## config.mk

```make
export PLATFORM = sky130hd
export DESIGN_NAME = rom4_16x8_flat
export DESIGN_NICKNAME = d
export VERILOG_FILES = /design/src/rtl/rom4_16x8_if.sv /design/src/rtl/rom4_16x8.sv /design/src/flat_wrapper.sv
export SDC_FILE = /design/constraint.sdc
export NUM_CORES = 1
export LEC_CHECK = 0
export ABC_AREA = 1
export BUFFER_PORTS_ARGS = -buffer_cell sky130_fd_sc_hd__buf_2
export CELL_PAD_IN_SITES_DETAIL_PLACEMENT = 2
export CELL_PAD_IN_SITES_GLOBAL_PLACEMENT = 2
export CORE_ASPECT_RATIO = 1.1
export CORE_MARGIN = 2
export CORE_UTILIZATION = 28
export CTS_CLUSTER_SIZE = 30
export DETAILED_ROUTE_END_ITERATION = 12
export GPL_ROUTABILITY_DRIVEN = 0
export GPL_TIMING_DRIVEN = 0
export PLACE_DENSITY = 0.83
export SYNTH_ARGS = -nofsm -noshare
export SYNTH_HDL_FRONTEND = slang
export SYNTH_SLANG_ARGS = --single-unit
```

## constraint.sdc

```tcl
create_clock -name sysclk -period 2.9 [get_ports sysclk]
set_input_delay 0.725 -clock sysclk [delete_from_list [all_inputs] [get_ports sysclk]]
set_output_delay 0.725 -clock sysclk [all_outputs]
set_load 0.01 [all_outputs]
```

## src/rtl/rom4_16x8_if.sv

```systemverilog
// Read port bundle for the hex-digit 7-segment lookup ROM.
// The master drives the address; the ROM slave returns combinational, registered and change-strobe outputs.
interface rom4_16x8_if;
    logic [3:0] addr;
    logic [7:0] data;
    logic [7:0] data_q;
    logic       addr_chg;

    modport master (
        output addr,
        input  data,
        input  data_q,
        input  addr_chg
    );

    modport slave (
        input  addr,
        output data,
        output data_q,
        output addr_chg
    );
endinterface

```

## src/rtl/rom4_16x8.sv

```systemverilog
// 16x8 constant ROM mapping a hex digit to its 7-segment pattern {dp,g,f,e,d,c,b,a}.
// Zero-latency combinational read, plus a registered copy and an address-change strobe.
module rom4_16x8 #(
    parameter bit          INVERT  = 1'b0,
    parameter logic [15:0] DP_MASK = 16'h0000
) (
    input  logic         sysclk,
    input  logic         rst_n,
    rom4_16x8_if.slave   bus
);

    // Entry 0 sits in the least significant byte.
    localparam logic [16*8-1:0] TABLE = {
        8'h71, 8'h79, 8'h5E, 8'h39, 8'h7C, 8'h77, 8'h6F, 8'h7F,
        8'h07, 8'h7D, 8'h6D, 8'h66, 8'h4F, 8'h5B, 8'h06, 8'h3F
    };

    logic [7:0] rom_word [16];
    logic [7:0] data_next;
    logic [7:0] data_q_reg;
    logic [3:0] addr_q_reg;
    logic       addr_chg_reg;

    // Decimal point is merged before inversion so active-low displays see it lit as a 0.
    genvar gi;
    generate
        for (gi = 0; gi < 16; gi++) begin : g_word
            assign rom_word[gi] = (TABLE[gi*8 +: 8] | {DP_MASK[gi], 7'b000_0000})
                                  ^ {8{INVERT}};
        end
    endgenerate

    always_comb begin
        data_next = rom_word[bus.addr];
    end

    always_ff @(posedge sysclk or negedge rst_n) begin
        if (!rst_n) begin
            data_q_reg   <= 8'h00;
            addr_q_reg   <= 4'h0;
            addr_chg_reg <= 1'b0;
        end else begin
            data_q_reg   <= data_next;
            addr_q_reg   <= bus.addr;
            addr_chg_reg <= (bus.addr != addr_q_reg);
        end
    end

    assign bus.data     = data_next;
    assign bus.data_q   = data_q_reg;
    assign bus.addr_chg = addr_chg_reg;

endmodule

```

## src/flat_wrapper.sv

```systemverilog
// flat-port wrapper written by rule: the top's interface ports become plain ports
module rom4_16x8_flat 
#(
    parameter bit          INVERT  = 1'b0,
    parameter logic [15:0] DP_MASK = 16'h0000
)
  (sysclk, rst_n, bus_addr, bus_data, bus_data_q, bus_addr_chg);
  rom4_16x8_if bus_i ();
  input  logic sysclk;
  input  logic rst_n;
  input wire logic [$bits(bus_i.addr)-1:0] bus_addr;
  output wire logic [$bits(bus_i.data)-1:0] bus_data;
  output wire logic [$bits(bus_i.data_q)-1:0] bus_data_q;
  output wire logic [$bits(bus_i.addr_chg)-1:0] bus_addr_chg;
  assign bus_i.addr = bus_addr;
  assign bus_data = bus_i.data;
  assign bus_data_q = bus_i.data_q;
  assign bus_addr_chg = bus_i.addr_chg;
  rom4_16x8 #(.INVERT(INVERT), .DP_MASK(DP_MASK)) u_core (.sysclk(sysclk), .rst_n(rst_n), .bus(bus_i));
endmodule
```

# --- Word level (Yosys, flattened, before mapping) ---
# Memories as Yosys holds them, arrays and structs flattened.
# Cells that the tools add are included.
word_totals:
  regBits: 13
  mem_bits_ro: 128
  inputBits: 6
  out_inout_bits: 17
  word_cells: 9
  n_memories: 1
memory_table:
  columns: ["name", "depth", "width", "read_ports", "rd_ports_with_merged_regs", "wr", "line", "rtl"]
  rows:
  - ["(name not given)", 16, 8, 1, 0, 0, "rom4_16x8.sv:34", "data_next = rom_word[bus.addr];"]
classes:
  n_lt_le_gt_ge: 1
  eq_ne: 1
  n_mux: 2
  bitwise_logic: 1
ops:
  columns: ["op", "n"]
  rows:
  - ["2-to-1 mux 8 bit", 2]
  - ["greater-or-equal comparator 5 bit (second input constant)", 1]
  - ["inverter 4 -> 5 bit", 1]
  - ["inequality test 4 bit", 1]

# --- Logic depth before layout (Yosys ltp) ---
# Gate-level depths: netlist of the first run.
logic_depth:
  depth_word: 4
  ltp_mapped: 6

# --- Worst setup path before layout of the first run ---
# OpenSTA, ideal clock, no wires.
synth_path:
  path_type: "input-to-output"
  start: "input bus_addr[0]"
  end: "output bus_data[3]"
  arrival_time_ns: 1.339
  setup_slack_ns: 0.836
  cell_stages: 6
  path_cell_list: "inv_1 > ha_1 > nand2_1 > o21ai_1 > nand2_1 > nand2_1"
synth_between:
  elab_chain_len: 4
synth_lines:
  columns: ["item", "line", "rtl"]
  rows:
  - ["start: declaration", "flat_wrapper.sv:11", "input wire logic [$bits(bus_i.addr)-1:0] bus_addr;"]
  - ["inverter 4 -> 5 bit (implied by the code)", "rom4_16x8.sv:34", null]
  - ["memory (16 x 8 bit)", null, null]
  - ["2-to-1 mux 8 bit (implied by the code) (2 in series)", "rom4_16x8.sv:34", null]
  - ["end: declaration", "flat_wrapper.sv:12", "output wire logic [$bits(bus_i.data)-1:0] bus_data;"]
# No other way between the ends. The select of a mux whose other input is x is not followed.

# --- Final worst setup path of the first run ---
# Same ends and word-level chain as after synthesis.

==> results_dict.tcl, run 1 <==
set metrics [dict create \
    status "complete, no violations" \
    p_leak_nw 0.4730 \
    use_met1_pct 13.51 \
    period_needed_ns 2.388 \
    hpwl_mm 1.280 \
    postCtsHoldBufs 0 \
    wl_per_cell_um 11.39 \
    synth_top_area_share_pct 46.07 \
    synth_largest_area_cell "dfrtp_1" \
    drc 0 \
    crit_path_cell_trace "buf_2, inv_1, ha_1, nand2_1, o21ai_1, nand2_1, nand2_1, buf_2" \
    cp-end-kind "output pin" \
    crit_top_cell "nand2_1" \
    fmax_mhz 418.8 \
    final_util_pct 37.21 \
    ys.flop_type "dfrtp_1" \
    synth.avg_cell_area_um2 7.950 \
    grt_pass1_wl_mm 2.477 \
    clk_path_buf_depth 2 \
    cp_data_arrival_time_ns 1.66 \
    pwr-share-comb_pct 20.5 \
    required_ns 2.17 \
    max-cap-violations 0 \
    dieArea_mm2 0.002731 \
    synthesis.area_um2 651.9 \
    multiInputGateArea_um2 295.3 \
    pwr-share-clk_pct 34.4 \
    routed_wl_mm 1.561 \
    clock_skew_ns 0.002701 \
    largest_register_ff_count 7 \
    ios 23 \
    synth_common_cells "nand2_1 (35), dfrtp_1 (12), ha_1 (7), inv_1 (7), nor2_1 (4)" \
    tns_ns 0 \
    synthToLayoutAreaGrowth_pct 27.26 \
    switching_power_mw 0.1186 \
    vdd_drop_max_v 0.0002528 \
    p_seq_share_pct 45.1 \
    crit_type "input port to output pin" \
    ys_types 13 \
    fillers 276 \
    clkTransAtPathRegs_ns 0.08 \
    grt.busiest_layer "met2" \
    antennaDiodeCount 0 \
    syn_inst 82 \
    htree_num_levels 1 \
    layout_setup_ws_ns 0.5120 \
    dp_slack_ns 0.4874 \
    cts_resized 0 \
    port_buffers 20 \
    grt_overflow 0 \
    root_buffer "clkbuf_4" \
    antenna_found_initial 0 \
    reg2regPathDepth 4 \
    hp-class "input port to asynchronous set/reset pin" \
    grt_pass1_vias 559 \
    finalHoldViolCount 0 \
    grt_usage_pct 13.17 \
    critical_path.max_stage_delay_ns 0.30 \
    crit_slowest_cell "ha_1" \
    synth_most_common_cell "nand2_1" \
    clock_sinks 12 \
    rsz0062_at_grt "false" \
    nets 121 \
    swShare_pct 29.27 \
    synth-edff-count 0 \
    crit_path_start_kind "input port" \
    synth_warnings 0 \
    firstDrtPassIters 2 \
    clkLatencyLatePin_ns 0.28 \
    num_vias 593 \
    first_iter_violations 3 \
    num_rows 18 \
    p_int_mw 0.2865 \
    ys_ff_latch 12 \
    grt_use_met2_pct 23.25 \
    finalCritPeriodShare_pct 82.35 \
    die_x_um 50.01 \
    setup_viol 0 \
    seqCellArea_um2 300.3 \
    start_util_pct 29.24 \
    cts_tree "built" \
    path_max_fanout 6 \
    core_mm2 0.002230 \
    ys_seq_area_share_pct 46.07 \
    cts_made_buffers 3 \
    die_h_um 54.61 \
    synthArstFlopShare_pct 100.0 \
    synth_area_leaders "dfrtp_1 (46%), nand2_1 (20%), ha_1 (13%)" \
    power_density_mw_per_mm2 488.3 \
    vias_per_cell 4.328 \
    finalMaxSlewViolations 0 \
    grtUsageMet3_pct 3.825 \
    drive_gt1_share_pct 30.84 \
    post_cts.repair.setup_buffers 0 \
    grt_max_degree 13 \
    drt.antenna.violating_nets 0 \
]
## critical path: cells and delay by family
kind / cells / cell delay [ns]
compound gates: 1 / 0.06
buf+inv: 3 / 0.37
fa+ha+maj: 1 / 0.30
simple gates: 3 / 0.20
## per-layer routing
| metal | share of wire (%) | vias to the layer above | routed length (µm) |
|---|---|---|---|
| li1 | - | 292 | - |
| met1 | 41 | 284 | 641 |
| met2 | 52 | 12 | 805 |
| met3 | 4.5 | 5 | 71 |
| met4 | 2.8 | 0 | 43 |
| met5 | 0 | - | 0 |
## through the flow
step                instance area (µm²)  total power, mW  instances  hold WS (ns)
finish                            829.5           0.4051        137        0.3004
global placement                  793.3           0.2674        133        0.5453
detailed placement                793.3           0.2714        133        0.5749
floorplan                         655.6           0.2339         83        0.4294
CTS                               829.5           0.4129        137        0.3099
global route                      829.5           0.4295        137        0.3108
## cell families (layout without fill, tap and decap cells)
family	Yosys count	in the layout	share of synthesized area, %
compound gates	5	5	3.838
buf+inv	13	37	9.213
flops	12	12	46.07
simple gates	44	44	26.87
other cells	1	2	0.5753
fa+ha+maj	7	7	13.44
## power by group through the flow
stage                     clock, mW  combinational (mW)  sequential, mW
final                         0.139              0.0829           0.183
after global routing          0.150              0.0956           0.184
after CTS                     0.144              0.0854           0.183
after detailed placement          0              0.0849           0.187
after global placement            0              0.0821           0.185
after floorplan                   0              0.0422           0.192
## layout by cell type, fill, tap and decap left out, types with 2 or more instances in the layout
| cell type | instances |
|---|---|
| nand2_1 | 35 |
| buf_2 | 20 |
| dfrtp_1 | 12 |
| inv_1 | 7 |
| ha_1 | 7 |
| nor2_1 | 4 |
| inv_2 | 3 |
| buf_4 | 3 |
| o21ai_1 | 3 |
| clkbuf_4 | 3 |
| nand2_2 | 2 |
| o21ai_0 | 2 |
| nand3_1 | 2 |
| conb_1 | 2 |
## cell type report
| class | count | area share, % |
|---|---|---|
| Inverter | 10 | 4.525 |
| Timing Repair Buffer | 20 | 12.07 |
| Sequential cell | 12 | 36.20 |
| Multi-Input combinational cell | 58 | 35.60 |
| Tap cell | 30 | 4.525 |
| Buffer | 3 | 2.715 |
| Clock buffer | 4 | 4.374 |
## final timing paths
kind | slack, ns | startpoint | endpoint
worst max-delay path | 0.51 | bus_addr[0] | bus_data[3]
worst min-delay path | 0.30 | rst_n | u_core.bus.data_q[1]$_DFF_PN0_
worst max register to register | 2.06 | u_core.addr_q_reg[1]$_DFF_PN0_ | u_core.bus.addr_chg$_DFF_PN0_
worst min register to register | 0.59 | u_core.addr_q_reg[2]$_DFF_PN0_ | u_core.bus.addr_chg$_DFF_PN0_
max in group asynchronous | 2.38 | rst_n | u_core.addr_q_reg[1]$_DFF_PN0_
min in group sysclk | 0.56 | bus_addr[2] | u_core.addr_q_reg[2]$_DFF_PN0_
(Power assumes the default switching activity.)
==> inputs of run 2 (changes only) <==
--- a/config.mk
+++ b/config.mk
@@ -11,12 +11,12 @@
 export CELL_PAD_IN_SITES_GLOBAL_PLACEMENT = 2
 export CORE_ASPECT_RATIO = 1.1
 export CORE_MARGIN = 2
-export CORE_UTILIZATION = 28
+export CORE_UTILIZATION = 26
 export CTS_CLUSTER_SIZE = 30
 export DETAILED_ROUTE_END_ITERATION = 12
 export GPL_ROUTABILITY_DRIVEN = 0
 export GPL_TIMING_DRIVEN = 0
-export PLACE_DENSITY = 0.83
+export PLACE_DENSITY = 0.78
 export SYNTH_ARGS = -nofsm -noshare
 export SYNTH_HDL_FRONTEND = slang
 export SYNTH_SLANG_ARGS = --single-unit
==> constraint.sdc (replaced) <==
create_clock -name sysclk -period 2.2 [get_ports sysclk]
set_input_delay 0.55 -clock sysclk [delete_from_list [all_inputs] [get_ports sysclk]]
set_output_delay 0.55 -clock sysclk [all_outputs]
set_load 0.01 [all_outputs]
==> run 2 against run 1 <==
Against the previous run:
- worst setup slack got worse by 0.35 ns
- highest routed layer unchanged
- largest power group unchanged
- hold slack got worse by 0.15 ns
- critical path depth unchanged
- first-iteration DRC count decreased by 33%
- core utilization decreased by 3.8 points
- die area increased by 7.1%
- non-clock buffer count unchanged
==> results_dict.tcl, run 2 (synthesis gave the netlist of run 1 again) <==
set metrics [dict create \
    hp-class "input port to asynchronous set/reset pin" \
    finalMaxSlewViolations 0 \
    crit_path_start_kind "input port" \
    grt_use_met2_pct 23.08 \
    core_mm2 0.002449 \
    dieArea_mm2 0.002924 \
    clk_path_buf_depth 2 \
    p_leak_nw 0.4647 \
    antennaDiodeCount 0 \
    grt_pass1_vias 646 \
    clock_sinks 12 \
    fillers 296 \
    ios 23 \
    cts_tree "built" \
    num_rows 19 \
    vdd_drop_max_v 0.0002461 \
    synthToLayoutAreaGrowth_pct 25.34 \
    first_iter_violations 2 \
    use_met1_pct 16.47 \
    hpwl_mm 1.368 \
    final_common_cell "nand2_1" \
    vias_per_cell 4.277 \
    timing.hold.ws_ns 0.1478 \
    final_area_um2 817.0 \
    crit_type "input port to output pin" \
    grt_max_degree 13 \
    status "complete, no violations" \
    grt_usage_pct 13.88 \
    period_needed_ns 2.036 \
    largest_register_ff_count 7 \
    finalCritPeriodShare_pct 92.56 \
    placed_area_um2 794.5 \
    cp-end-kind "output pin" \
    rsz0062_at_grt "false" \
    clkTransAtPathRegs_ns 0.07 \
    antenna_found_initial 0 \
    path_max_fanout 6 \
    grt.busiest_layer "met2" \
    fmax_mhz 491.1 \
    final_cell_mix "nand2_1 (35), buf_2 (20), dfrtp_1 (12)" \
    drc 0 \
    tns_ns 0 \
    htree_num_levels 1 \
    crit_path_cell_trace "buf_2, inv_2, ha_1, nand2_1, o21ai_1, nand2_1, nand2_1, buf_2" \
    cp_data_arrival_time_ns 1.49 \
    reg2regPathDepth 4 \
    drive_gt1_share_pct 31.13 \
    num_vias 586 \
    crit_top_cell "nand2_1" \
    required_ns 1.65 \
    drt.antenna.violating_nets 0 \
    setup_viol 0 \
    critical_path.max_stage_delay_ns 0.29 \
    grtUsageMet3_pct 1.596 \
    grt_overflow 0 \
    clkLatencyLatePin_ns 0.27 \
    grt_pass1_wl_mm 2.987 \
    power_density_mw_per_mm2 592.7 \
    wl_per_cell_um 12.32 \
    root_buffer "clkbuf_4" \
    firstDrtPassIters 2 \
    die_x_um 51.74 \
    crit_slowest_cell "ha_1" \
    routed_wl_mm 1.688 \
    finalHoldViolCount 0 \
    max-cap-violations 0 \
    final_util_pct 33.37 \
    cts_made_buffers 3 \
    die_h_um 56.52 \
    clock_skew_ns 0.003070 \
    start_util_pct 26.62 \
    port_buffers 20 \
    nets 121 \
]
## run 2: changes by cell type in the layout (fill, tap and decap cells not counted)
cell      change
inv_2         +1
inv_1         -1
clkbuf_8      -1
## run 2: final cells by class
| type | count | area [µm²] | share of cell area (%) |
|---|---|---|---|
| timing repair buffer | 20 | 100.1 | 12.25 |
| inverter | 10 | 37.54 | 4.594 |
| buffer | 3 | 22.52 | 2.757 |
| tap | 31 | 38.79 | 4.747 |
| clock buffer | 3 | 22.52 | 2.757 |
| multi-input combinational | 58 | 295.3 | 36.14 |
| sequential | 12 | 300.3 | 36.75 |
## run 2: stage by stage
stage	setup WS (ns)	total power [mW]	cells
floorplan	0.4860	0.3083	83
global placement	0.1308	0.3529	134
detailed placement	0.1030	0.3597	134
CTS	0.09999	0.4979	137
global route	0.03564	0.5204	137
finish	0.1637	0.4843	137
## run 2: final timing paths
kind | startpoint | end | slack (ns)
max | bus_addr[0] | bus_data[3] | 0.16
max in group asynchronous | rst_n | u_core.bus.data_q[1]$_DFF_PN0_ | 1.83
max reg2reg | u_core.addr_q_reg[1]$_DFF_PN0_ | u_core.bus.addr_chg$_DFF_PN0_ | 1.36
min | rst_n | u_core.bus.data_q[5]$_DFF_PN0_ | 0.15
min reg2reg | u_core.addr_q_reg[2]$_DFF_PN0_ | u_core.bus.addr_chg$_DFF_PN0_ | 0.60
min in group sysclk | bus_addr[2] | u_core.addr_q_reg[2]$_DFF_PN0_ | 0.40
## run 2: power breakdown
group          internal (mW)  switching [mW]
sequential             0.236         0.00483
clock                 0.0633          0.0678
combinational         0.0408          0.0711
total                  0.341           0.144
## run 2: routing by layer
metal,up-vias,part of all wire [%]
li1,289,-
met1,278,41
met2,15,53
met3,4,2.8
met4,0,3.4
met5,-,0
## run 2: critical path, delay by kind of cell
kind / cells / cell delay, ns
compound gates: 1 / 0.07
buf+inv: 3 / 0.37
simple gates: 3 / 0.20
fa+ha+maj: 1 / 0.29
## run 2: timing repair
item                                    4_1_cts  5_1_grt
endpoints found under the setup margin        0        1
hold buffers                                  0        0
resized for setup                             0        1
setup buffers                                 0        0
==> inputs of run 3 (changes only) <==
--- a/config.mk
+++ b/config.mk
@@ -7,16 +7,18 @@
 export LEC_CHECK = 0
 export ABC_AREA = 1
 export BUFFER_PORTS_ARGS = -buffer_cell sky130_fd_sc_hd__buf_2
+export CAP_MARGIN = 20
 export CELL_PAD_IN_SITES_DETAIL_PLACEMENT = 2
 export CELL_PAD_IN_SITES_GLOBAL_PLACEMENT = 2
 export CORE_ASPECT_RATIO = 1.1
 export CORE_MARGIN = 2
-export CORE_UTILIZATION = 26
+export CORE_UTILIZATION = 27
+export CTS_BUF_LIST = sky130_fd_sc_hd__clkbuf_2 sky130_fd_sc_hd__clkbuf_4 sky130_fd_sc_hd__clkbuf_8
 export CTS_CLUSTER_SIZE = 30
 export DETAILED_ROUTE_END_ITERATION = 12
 export GPL_ROUTABILITY_DRIVEN = 0
 export GPL_TIMING_DRIVEN = 0
-export PLACE_DENSITY = 0.78
+export PLACE_DENSITY = 0.8
 export SYNTH_ARGS = -nofsm -noshare
 export SYNTH_HDL_FRONTEND = slang
 export SYNTH_SLANG_ARGS = --single-unit
==> run 3 against run 2 <==
Against the previous run:
- combinational power about the same
- register-to-register slack better by 0.07 ns
- cell count down 0.73%
- first-iteration DRC count grew 50%
- largest cell class unchanged
- largest power group unchanged
==> results_dict.tcl, run 3 (synthesis gave the netlist of run 1 again) <==
set metrics [dict create \
    clock_skew_ns 0.0002924 \
    drt.antenna.violating_nets 0 \
    rsz0062_at_grt "false" \
    start_util_pct 28.66 \
    htree_num_levels 1 \
    largest_register_ff_count 7 \
    antennaDiodeCount 0 \
    drive_gt1_share_pct 31.13 \
    num_vias 596 \
    drt-met1-wl_um 652 \
    p_leak_nw 0.4647 \
    layout_setup_ws_ns 0.1356 \
    final_cells 136 \
    synthToLayoutAreaGrowth_pct 25.14 \
    grt_pass1_vias 614 \
    dieArea_mm2 0.002824 \
    vias_per_cell 4.382 \
    root_buffer "clkbuf_4" \
    top_layer_used "met4" \
    firstDrtPassIters 4 \
    crit_type "input port to output pin" \
    tns_ns 0 \
    grt_max_degree 13 \
    finalHoldViolCount 0 \
    post_cts.repair.setup_buffers 0 \
    r2r_setup_slack_ns 1.43 \
    clock_sinks 12 \
    cts_tree "built" \
    drc 0 \
    die_x_um 50.85 \
    final_common_cell "nand2_1" \
    r2r-end "u_core.bus.addr_chg$_DFF_PN0_" \
    finalMaxSlewViolations 0 \
    wl_met2_um 830 \
    postCtsHoldBufs 0 \
    clkLatencyLatePin_ns 0.27 \
    cp_data_arrival_time_ns 1.51 \
    nets 121 \
    clk_path_buf_depth 2 \
    wl_met3_um 53 \
    reg2regPathDepth 4 \
    routed_wl_mm 1.572 \
    fmax_mhz 484.4 \
    antenna_found_initial 0 \
    hp-class "input port to asynchronous set/reset pin" \
    port_buffers 20 \
    placedCellCount 133 \
    period_needed_ns 2.064 \
    crit_path_start_kind "input port" \
    core_mm2 0.002275 \
    grt_pass1_wl_mm 2.760 \
    grt_overflow 0 \
    clkTransAtPathRegs_ns 0.07 \
    hpwl_mm 1.269 \
    path_max_fanout 6 \
    grt_usage_pct 12.57 \
    wl_per_cell_um 11.56 \
    setup_viol 0 \
    cp-end-kind "output pin" \
    first_iter_violations 3 \
    p_total_mw 0.4851 \
    finalCritPeriodShare_pct 93.83 \
    power_density_mw_per_mm2 594.7 \
    final_cell_mix "nand2_1 (35), buf_2 (20), dfrtp_1 (12)" \
    rr_startpoint "u_core.addr_q_reg[1]$_DFF_PN0_" \
    required_ns 1.65 \
    ios 23 \
    max-cap-violations 0 \
    fillers 293 \
    die_h_um 55.54 \
    dp_slack_ns 0.09005 \
    status "complete, no violations" \
    cts_made_buffers 3 \
    num_rows 18 \
    vdd_drop_max_v 0.0002091 \
]
-- run 3: cell type report --
| type | instances | area (µm²) | share of cell area, % |
|---|---|---|---|
| multi-input combinational | 58 | 295.3 | 36.20 |
| tap | 30 | 37.54 | 4.601 |
| timing repair buffer | 20 | 100.1 | 12.27 |
| sequential | 12 | 300.3 | 36.81 |
| buffer | 3 | 22.52 | 2.761 |
| clock buffer | 3 | 22.52 | 2.761 |
| inverter | 10 | 37.54 | 4.601 |
-- run 3: worst max-delay path, stage by stage --
cell,delay [ns]
buf_2,0.15
inv_2,0.08
ha_1,0.22
o21ai_0,0.22
nand2_1,0.08
nand2_1,0.08
buf_2,0.13
-- run 3: worst max-delay path by stage --
stage / start / end / cells past startpoint / slack [ns]
4_1_cts: bus_addr[0] / bus_data[3] / 7 / 0.05
3_5_place_dp: bus_addr[0] / bus_data[3] / 7 / 0.09
5_1_grt: bus_addr[1] / bus_data[3] / 8 / 0.02
6_report: bus_addr[0] / bus_data[3] / 7 / 0.14
3_3_place_gp: bus_addr[0] / bus_data[3] / 8 / 0.13
2_1_floorplan: bus_addr[0] / bus_data[3] / 6 / 0.49
-- run 3: what timing repair did --
item / CTS / global route
endpoints found under the setup margin: 0 / 1
endpoints found under the hold margin: 0 / 0
gates resized for setup: 0 / 1
-- run 3: per-stage QoR --
step	cell area [µm²]	hold slack, ns	util [%]
6_report	815.8	0.1507	35.86
5_1_grt	815.8	0.1605	35.86
4_1_cts	815.8	0.1497	35.86
3_5_place_dp	793.3	0.4495	34.87
3_3_place_gp	793.3	0.4415	34.87
2_1_floorplan	655.6	0.2544	-
-- run 3: per-layer routing --
metal	global-route usage, %	up-vias
met5	0	-
met4	6.950	0
met3	0.8108	4
met2	19.92	15
met1	16.75	286
li1	-	291
-- run 3: report_power, final --
part / internal, mW / switching [mW]
registers: 0.236 / 0.00439
clock network: 0.0633 / 0.0703
logic: 0.0408 / 0.0702
